<file path="config.mk">
export PLATFORM = sky130hd
export DESIGN_NAME = switch_event_arbiter
export DESIGN_NICKNAME = d
export VERILOG_FILES = /design/src/rtl/switch_event_arbiter_pkg.sv /design/src/rtl/switch_event_arbiter_timer.sv /design/src/rtl/switch_event_arbiter.sv
export SDC_FILE = /design/constraint.sdc
export NUM_CORES = 1
export LEC_CHECK = 0
export ABC_AREA = 1
export CAP_MARGIN = 20
export CELL_PAD_IN_SITES_DETAIL_PLACEMENT = 0
export CELL_PAD_IN_SITES_GLOBAL_PLACEMENT = 1
export CORE_MARGIN = 8
export CORE_UTILIZATION = 35
export DETAILED_ROUTE_END_ITERATION = 10
export GPL_TIMING_DRIVEN = 0
export PLACE_DENSITY = 0.71
export SKIP_CTS_REPAIR_TIMING = 1
export SLEW_MARGIN = 20
export SYNTH_ARGS = -nofsm -noshare
export SYNTH_HDL_FRONTEND = slang
export SYNTH_SLANG_ARGS = --single-unit
</file>
<file path="constraint.sdc">
create_clock -name i_Clk -period 2.27 [get_ports i_Clk]
set_input_delay 0.454 -clock i_Clk [delete_from_list [all_inputs] [get_ports i_Clk]]
set_output_delay 0.454 -clock i_Clk [all_outputs]
set_load 0.03 [all_outputs]
</file>
<file path="src/rtl/switch_event_arbiter_pkg.sv">
// Shared encodings for the switch event arbiter: event kinds, repeat-timer phases
// and the round-robin index wrap helper.
package switch_event_arbiter_pkg;

    localparam logic EVT_PRESS  = 1'b0;
    localparam logic EVT_REPEAT = 1'b1;

    typedef enum logic [1:0] {
        PH_IDLE   = 2'd0,
        PH_DELAY  = 2'd1,
        PH_PERIOD = 2'd2
    } phase_t;

    // Wraps an index that may run at most one lap past num back into 0..num-1.
    function automatic int rr_wrap(input int idx, input int num);
        return (idx >= num) ? idx - num : idx;
    endfunction

endpackage

</file>
<file path="src/rtl/switch_event_arbiter_timer.sv">
// Per-switch auto-repeat timer: measures hold time and emits a one-cycle repeat tick.
//   state     | meaning
//   PH_IDLE   | switch released or repeat disabled, counter held at 0
//   PH_DELAY  | waiting REPEAT_DELAY cycles after the press for the first repeat
//   PH_PERIOD | waiting REPEAT_PERIOD cycles between later repeats
module switch_event_arbiter_timer
    import switch_event_arbiter_pkg::*;
#(
    parameter int REPEAT_DELAY  = 12500000,
    parameter int REPEAT_PERIOD = 2500000,
    parameter int CNT_W         = 24
) (
    input  logic clk,
    input  logic rst_n,
    input  logic level,
    input  logic rise,
    input  logic enable,
    output logic repeat_tick
);

    phase_t           phase;
    logic [CNT_W-1:0] count;
    logic             limit_hit;

    always_comb begin
        limit_hit = 1'b0;
        case (phase)
            PH_DELAY:  limit_hit = (count == CNT_W'(REPEAT_DELAY - 1));
            PH_PERIOD: limit_hit = (count == CNT_W'(REPEAT_PERIOD - 1));
            default:   limit_hit = 1'b0;
        endcase
    end

    // A fresh press restarts the delay, so it must never coincide with a tick.
    assign repeat_tick = level & enable & ~rise & limit_hit;

    always_ff @(posedge clk or negedge rst_n) begin
        if (!rst_n) begin
            phase <= PH_IDLE;
            count <= '0;
        end else if (!level || !enable) begin
            phase <= PH_IDLE;
            count <= '0;
        end else if (rise) begin
            phase <= PH_DELAY;
            count <= '0;
        end else if (limit_hit) begin
            phase <= PH_PERIOD;
            count <= '0;
        end else if (phase != PH_IDLE) begin
            count <= count + CNT_W'(1);
        end
    end

endmodule

</file>
<file path="src/rtl/switch_event_arbiter.sv">
// Converts debounced switch levels into press/auto-repeat events, one pending slot per
// switch, shared onto a single valid/ready event port by round-robin arbitration.
module switch_event_arbiter
    import switch_event_arbiter_pkg::*;
#(
    parameter int NUM_SW        = 4,
    parameter int ID_W          = 2,
    parameter int REPEAT_DELAY  = 12500000,
    parameter int REPEAT_PERIOD = 2500000,
    parameter int CNT_W         = 24
) (
    input  logic              i_Clk,
    input  logic              i_Rst_L,
    input  logic [NUM_SW-1:0] i_Switch,
    input  logic              i_Repeat_En,
    output logic              o_Event_Valid,
    input  logic              i_Event_Ready,
    output logic [ID_W-1:0]   o_Event_Id,
    output logic              o_Event_Repeat,
    output logic [NUM_SW-1:0] o_Pending,
    output logic              o_Overflow
);

    logic [NUM_SW-1:0] sw_q;
    logic [NUM_SW-1:0] rise;
    logic [NUM_SW-1:0] tick;
    logic [NUM_SW-1:0] new_evt;
    logic [NUM_SW-1:0] pending;
    logic [NUM_SW-1:0] rflag;
    logic [NUM_SW-1:0] grant_mask;
    logic [NUM_SW-1:0] pending_nxt;
    logic [NUM_SW-1:0] rflag_nxt;
    logic [ID_W-1:0]   ptr;
    logic [ID_W-1:0]   grant_idx;
    logic              grant_any;
    logic              slot_free;
    logic              overflow_nxt;

    assign rise      = i_Switch & ~sw_q;
    assign new_evt   = rise | tick;
    assign slot_free = ~o_Event_Valid | i_Event_Ready;
    assign o_Pending = pending;

    for (genvar k = 0; k < NUM_SW; k++) begin : g_timer
        switch_event_arbiter_timer #(
            .REPEAT_DELAY (REPEAT_DELAY),
            .REPEAT_PERIOD(REPEAT_PERIOD),
            .CNT_W        (CNT_W)
        ) u_timer (
            .clk        (i_Clk),
            .rst_n      (i_Rst_L),
            .level      (i_Switch[k]),
            .rise       (rise[k]),
            .enable     (i_Repeat_En),
            .repeat_tick(tick[k])
        );
    end

    // First pending channel at or after the pointer, only when the output slot can take it.
    always_comb begin
        int idx;
        idx        = 0;
        grant_any  = 1'b0;
        grant_idx  = '0;
        grant_mask = '0;
        if (slot_free) begin
            for (int i = 0; i < NUM_SW; i++) begin
                idx = rr_wrap(int'(ptr) + i, NUM_SW);
                if (!grant_any && pending[idx]) begin
                    grant_any = 1'b1;
                    grant_idx = ID_W'(idx);
                end
            end
        end
        if (grant_any) grant_mask[grant_idx] = 1'b1;
    end

    // A new event on a channel being granted this cycle simply re-arms its slot.
    always_comb begin
        pending_nxt  = pending & ~grant_mask;
        rflag_nxt    = rflag;
        overflow_nxt = |(new_evt & pending & ~grant_mask);
        for (int k = 0; k < NUM_SW; k++) begin
            if (new_evt[k]) begin
                pending_nxt[k] = 1'b1;
                rflag_nxt[k]   = rise[k] ? EVT_PRESS : EVT_REPEAT;
            end
        end
    end

    always_ff @(posedge i_Clk or negedge i_Rst_L) begin
        if (!i_Rst_L) begin
            sw_q           <= '0;
            pending        <= '0;
            rflag          <= '0;
            ptr            <= '0;
            o_Event_Valid  <= 1'b0;
            o_Event_Id     <= '0;
            o_Event_Repeat <= 1'b0;
            o_Overflow     <= 1'b0;
        end else begin
            sw_q       <= i_Switch;
            pending    <= pending_nxt;
            rflag      <= rflag_nxt;
            o_Overflow <= overflow_nxt;
            if (slot_free) begin
                o_Event_Valid <= grant_any;
                if (grant_any) begin
                    o_Event_Id     <= grant_idx;
                    o_Event_Repeat <= rflag[grant_idx];
                    ptr            <= ID_W'(rr_wrap(int'(grant_idx) + 1, NUM_SW));
                end
            end
        end
    end

endmodule

</file>
==> results of run 1 <==
worst paths after layout:
kind                            depth (start not counted)  slack, ns                        start                            to
worst max-delay path                                   13       0.19  g_timer[0].u_timer.phase[0]  g_timer[0].u_timer.count[16]
worst min-delay path                                    1       0.49                      sw_q[3]   g_timer[3].u_timer.phase[0]
worst max register to register                         13       0.19  g_timer[0].u_timer.phase[0]  g_timer[0].u_timer.count[16]
worst min register to register                          1       0.49                      sw_q[3]   g_timer[3].u_timer.phase[0]
max in group asynchronous                               3       1.04                      i_Rst_L  g_timer[0].u_timer.count[22]
min in group asynchronous                               2       0.53                      i_Rst_L  g_timer[1].u_timer.count[14]
metal layers:
metal	part of all wire, %	vias up
met5	0	-
li1	-	3531
met2	46	63
met3	2.6	20
met4	1.2	0
met1	50	3115
where the power goes:
group | switching (mW) | total [mW] | internal, mW
combinational | 0.959 | 1.46 | 0.500
clock | 0.972 | 2.54 | 1.57
sequential | 0.104 | 2.40 | 2.30
total | 2.03 | 6.40 | 4.36
layout make-up:
cell class	instances	area (um2)	share of cell area (%)
inverter	159	599	6.76
multi-input combinational	752	3950	44.5
clock inverter	7	68.8	0.776
timing repair buffer	21	238	2.68
clock buffer	22	474	5.35
sequential	123	3080	34.7
buffer	16	111	1.26
tap	280	350	3.95
synth_stat cells, types with 2 or more instances:
master    count
nor3_2        6
o21ai_1       4
o21a_1       11
dfrtp_1     123
nand4_1      39
a31oi_1       5
nor3b_1       6
nor2_4        7
o31ai_1       4
nand3_1      81
inv_2         6
buf_4         8
nor4_1       14
nor2_2        5
inv_1       151
xor2_1       33
nor3_1       57
a211oi_1      3
and3_1        2
buf_2         5
nand3_2       2
nand2_1     229
ha_1         16
xnor2_1       6
nand2_2       9
o22ai_1       6
nand3b_1      2
clkbuf_1      2
nor2_1      114
o21ai_0      29
a21oi_1      51
a221oi_1      2
state kept, by name, summed over array words and instances, names as in the netlist:
name,count
g_timer.u_timer.phase,8
ptr,2
o_Event_Repeat,1
o_Pending,4
rflag,4
o_Overflow,1
g_timer.u_timer.count,96
o_Event_Valid,1
o_Event_Id,2
sw_q,4
worst max-delay path: stages (launching register included):
cell and delay (ns):
dfrtp_1 0.36, inv_1 0.10, ha_1 0.18, buf_6 0.15, inv_4 0.07, nand2_1 0.06
nand3_1 0.05, nand3b_1 0.18, nor2_2 0.14, nand2_2 0.10, o21ai_4 0.29, buf_12 0.15
a21oi_1 0.04, o21a_1 0.10
cell families (layout without fill, tap and decap cells):
family | after synthesis | in the layout
xor+xnor | 39 | 39
compound gates | 117 | 117
flops | 123 | 123
simple gates | 580 | 580
fa+ha+maj | 16 | 16
buf+inv | 176 | 225
==> qor.csv, run 1 <==
stage;metric;value;unit
hold_path;hold crit path type;reg -> reg;
floorplan;Rows;54;
setup_path;critical path peak fanout;9;
timing;Hold Worst Slack;0.487;ns
clock_network;H-tree Lvls;4;
synth;post-synthesis sequential area ratio;39.9;%
synth;Synth area leaders;dfrtp_1, nand2_1, inv_1;
detailed_routing;number of DRC markers in iteration 0;385;
synth;Compound-Gate Fraction of Synth Area;8.64;%
run_status;status;finished clean;
grt;met1 Track Usage GR;20.3;%
grt;met3 usage;3.51;%
synth;Adder-Cell Fraction of Synth Area;2.59;%
synth;Post-synth EDFFs;0;
synth;syn nets;1075;
timing;worst setup margin;0.189;ns
detailed_routing;vias per cell;4.88;
floorplan;CORE AREA;21800;um2
timing;Setup Skew;0.00882;ns
timing;relative slew slack;64.0;%
detailed_routing;routed len/inst;14.0;um
synth;FFs w/ async S/R, synth;100;%
run;max-cap viol count;0;
synth;Cell Area, Synth;7720;um2
finish;Util after Layout;40.8;%
placement;GP Congestion;0.818;
clock_network;Max clock buf depth;2;
grt;total grt overflow;0;
timing;final hold violations;0;
setup_path;critical path capture point type;flip-flop;
setup_path;critical path class;reg -> reg;
timing;setup TNS;0;ns
timing;fin crit period;2.08;ns
synth;Yosys cell types;45;
setup_path;crit path DAT;2.39;ns
clock_network;root buf cell;clkbuf_16;
floorplan;Chip Height;165;um
detailed_routing;DRC viols;0;
clock_network;TritonCTS buffer count;17;
placement;Placed Cells;1348;
finish;Final Cell Area;8870;um2
synth;most used flip-flop cell after synthesis;dfrtp_1;
floorplan;num ports;17;
finish;fin cells;1380;
synth;Yosys top cell area share;39.9;%
detailed_routing;Vias;6729;
detailed_routing;Post-Route WL;19300;um
floorplan;Die W;165;um
placement;Detailed Place HPWL;14300;um
synth;main combinational cell family by area after synthesis;simple AND/OR/NAND/NOR gates;
timing;Highest Clock Rate;0.481;GHz
pwr;VDD IR max;0.000418;V
synth;Mapped Cells;1051;
synth;area leader, netlist;dfrtp_1;
grt;gr busiest metal;met2;
pwr;overall power;6.40;mW
grt;number of global-route vias before repair;6579;
synth;simple-gate share of the synthesized area;35.3;%
floorplan;Starting Density;35.5;%
finish;number of diodes;0;
placement;Setup Slack @ Placement;-0.227;ns
placement;I/O Buffers;16;
grt;GR Layer Usage met2;24.3;%
grt;global-route wire length before repair;33200;um
detailed_routing;remaining antenna violation count;0;
pwr;P_leak;3.87;nW
synth;syn_area_per_cell;7.35;um2
grt;initial antenna violation count;0;
synth;xor/xnor share of the synthesized area;4.42;%
clock_network;clk_lat worst skew;0.42;ns
timing;Tightest Pin Transition;0.539;ns
finish;share of layout cells above drive strength 1;8.73;%
timing;fin crit share;91.7;%
finish;commonest cells after routing, fill and taps aside;nand2_1, inv_1, dfrtp_1;
finish;# fillers;2260;
timing;# setup viols final;0;
placement;Placed Area;8260;um2
grt;GRT Overall Usage;15.2;%
synth;mux contribution to synthesized area;0;%
setup_path;CP Launch Type;flip-flop;
grt;pin count of the biggest net entering global routing;69;
finish;Synth-to-Final Area Change;14.9;%
detailed_routing;drt pass-1 iters;5;
pwr;Cell Pwr Density;721;nW/um2
clock_network;CTS tree;yes;
clock_network;clock sink count;123;
finish;commonest non-fill, non-tap cell in the layout;nand2_1;
clock_network;Reg clk slew, reported paths;0.05;ns
setup_path;Required @ worst endpoint;2.58;ns
finish;Final nets;1114;
timing;Slew Limit Fails;0;
synth;Yosys Warn Count;0;
floorplan;die area;27100;um2
synth;register bit total from synthesis;123;
No activity file was read; power rests on OpenSTA's default activity.
==> run 2, diff against run 1 <==
--- a/config.mk
+++ b/config.mk
@@ -10,10 +10,11 @@
 export CELL_PAD_IN_SITES_DETAIL_PLACEMENT = 0
 export CELL_PAD_IN_SITES_GLOBAL_PLACEMENT = 1
 export CORE_MARGIN = 8
-export CORE_UTILIZATION = 35
+export CORE_UTILIZATION = 47
+export CTS_CLUSTER_DIAMETER = 100
 export DETAILED_ROUTE_END_ITERATION = 10
 export GPL_TIMING_DRIVEN = 0
-export PLACE_DENSITY = 0.71
+export PLACE_DENSITY = 0.89
 export SKIP_CTS_REPAIR_TIMING = 1
 export SLEW_MARGIN = 20
 export SYNTH_ARGS = -nofsm -noshare
==> run 2 against run 1 <==
Net effect: count of clock-buffer cells in the layout is 1 lower; worst setup slack worse by 0.042 ns; global-route usage is 3.2 points higher; via count is 1.9% higher; critical endpoint unchanged; largest cell class unchanged; largest power group unchanged; highest routed layer unchanged.
==> qor.csv, run 2 (synthesis results as in run 1) <==
stage;metric;value;unit;change
detailed_routing;Vias;6856;;+1.9%
detailed_routing;Post-Route WL;18200;um;-5.9%
detailed_routing;met3 wire len;543;um;+9.7%
setup_path;Slowest cell on crit path;dfrtp_1;;
clock_network;H-tree Lvls;4;;unchanged
setup_path;Critical Path, Cell by Cell;inv_1 -> ha_1 -> buf_4 -> inv_4 -> nand2_1 -> nand3_1 -> nand3b_1 -> nor2_1 -> nand2_1 -> o21ai_4 -> buf_4 -> a21oi_1 -> o21a_1;;
finish;Largest Register;g_timer.u_timer.count;;
timing;Slew Limit Fails;0;;unchanged
pwr;VDD IR max;0.000613;V;+47%
finish;Synth-to-Final Area Change;14.2;%;
timing;Tightest Pin Transition;0.555;ns;+0.0153 ns
detailed_routing;number of DRC markers in iteration 0;379;;-1.6%
hold_path;hold crit path type;reg -> reg;;
finish;commonest non-fill, non-tap cell in the layout;nand2_1;;
placement;I/O Buffers;16;;unchanged
setup_path;critical path class;reg -> reg;;
clock_network;Max clock buf depth;2;;unchanged
floorplan;num ports;17;;unchanged
floorplan;Starting Density;47.2;%;+12 points
finish;number of diodes;0;;unchanged
run_status;status;finished clean;;
detailed_routing;DRC viols;0;;unchanged
clock_network;root buf cell;clkbuf_16;;
floorplan;CORE AREA;16300;um2;-25%
timing;final hold violations;0;;unchanged
floorplan;Rows;47;;-13%
finish;Final nets;1117;;+0.27%
timing;fin crit period;2.12;ns;+0.0423 ns
run;max-cap viol count;0;;unchanged
timing;fin crit share;93.5;%;+1.9 points
detailed_routing;WL met1;9050;um;-7.0%
placement;Setup Slack @ Placement;-0.190;ns;+0.0372 ns
grt;GRT Overall Usage;18.4;%;+3.2 points
detailed_routing;max layer used;met4;;
clock_network;clk_lat worst skew;0.42;ns;about the same
detailed_routing;remaining antenna violation count;0;;unchanged
detailed_routing;vias per cell;5.17;;+6.0%
clock_network;Reg clk slew, reported paths;0.06;ns;about the same
grt;pin count of the biggest net entering global routing;79;;+14%
floorplan;Die W;144;um;-12%
placement;GP Congestion;0.848;;+3.7%
pwr;overall power;6.44;mW;+0.64%
setup_path;FF-to-FF path depth;13;;unchanged
setup_path;Required @ worst endpoint;2.58;ns;about the same
detailed_routing;drt pass-1 iters;5;;unchanged
setup_path;critical path peak fanout;9;;unchanged
grt;total grt overflow;0;;unchanged
setup_path;crit path DAT;2.44;ns;+0.05 ns
clock_network;clock sink count;123;;unchanged
grt;global-route wire length before repair;30600;um;-7.6%
placement;Detailed Place HPWL;13300;um;-7.0%
hold_path;WHS Path Cells;1;;unchanged
timing;relative slew slack;63.0;%;-1.0 points
pwr;Cell Pwr Density;730;nW/um2;+1.2%
timing;Highest Clock Rate;0.471;GHz;-2.0%
pwr;P_leak;3.88;nW;+0.37%
finish;top flop regs;g_timer.u_timer.count (96), g_timer.u_timer.phase (8);;
timing;# setup viols final;0;;unchanged
setup_path;CP Launch Type;flip-flop;;
detailed_routing;routed len/inst;13.7;um;-2.0%
timing;worst setup margin;0.147;ns;-0.0423 ns
finish;share of layout cells above drive strength 1;9.13;%;+0.40 points
grt;initial antenna violation count;0;;unchanged
floorplan;die area;20800;um2;-23%
finish;max reg flops;96;;unchanged
floorplan;Chip Height;144;um;-12%
setup_path;Crit path largest cell delay;0.36;ns;about the same
finish;commonest cells after routing, fill and taps aside;nand2_1, inv_1, dfrtp_1;;
clock_network;CTS tree;yes;;
clock_network;TritonCTS buffer count;17;;unchanged
timing;Setup Skew;0.00923;ns;+0.000408 ns
setup_path;critical path capture point type;flip-flop;;
grt;number of global-route vias before repair;6406;;-2.6%
detailed_routing;met2 WL;8370;um;-5.2%
==> run 2: cell count changes in the layout (fill, tap and decap cells not counted), sizes merged <==
cell	before	now
buf	20	22
clkinv	5	6
clkinvlp	2	5
==> run 2: final timing paths <==
| check | from | endpoint | slack [ns] |
|---|---|---|---|
| worst max-delay path | g_timer[0].u_timer.phase[0] | g_timer[0].u_timer.count[16] | 0.15 |
| worst min-delay path | sw_q[3] | g_timer[3].u_timer.phase[0] | 0.47 |
| worst max register to register | g_timer[0].u_timer.phase[0] | g_timer[0].u_timer.count[16] | 0.15 |
| worst min register to register | sw_q[3] | g_timer[3].u_timer.phase[0] | 0.47 |
| max in group asynchronous | i_Rst_L | g_timer[3].u_timer.count[10] | 1.04 |
| min in group asynchronous | i_Rst_L | g_timer[0].u_timer.count[18] | 0.50 |
==> run 2: metal layers <==
layer,vias up,track usage [%]
li1,3533,-
met1,3210,25.1
met2,95,29.3
met3,18,3.47
met4,0,5.20
met5,-,0
==> run 2: cell type report <==
type / instances / area [um2]
fillers: 1625 / 7530
multi-input cells: 752 / 3960
flip-flops and latches: 123 / 3080
inverters: 159 / 602
clock buffers: 21 / 460
well taps: 220 / 275
repair buffers: 23 / 240
plain buffers: 17 / 111
clock inverters: 11 / 96.3
==> run 2: worst max-delay path: cells and delay by family, from the launching register on <==
family                   cells  cell delay, ns
flip-flops                   1            0.36
buffers and inverters        4            0.55
adder cells (fa/ha/maj)      1            0.15
AO/OA/AOI/OAI                3            0.42
AND/OR/NAND/NOR              5            0.54
==> run 2: metrics by stage <==
step	hold WS, ns	setup TNS (ns)	cells	cell area [um2]	utilization, %
2_1_floorplan	0.158	0	1051	7720	-
3_3_place_gp	0.449	-523.53	1287	8160	49.9
3_5_place_dp	0.372	-2.03	1288	8190	50.1
4_1_cts	-0.0712	0	1320	8740	53.5
5_1_grt	0.479	-0.0145	1326	8820	53.9
6_report	0.471	0	1326	8820	53.9
==> run 2: where the power goes <==
group	internal (mW)	switching [mW]	leakage, nW
clock network	1.55	1.02	0.261
registers	2.30	0.105	1.68
logic	0.502	0.960	1.95
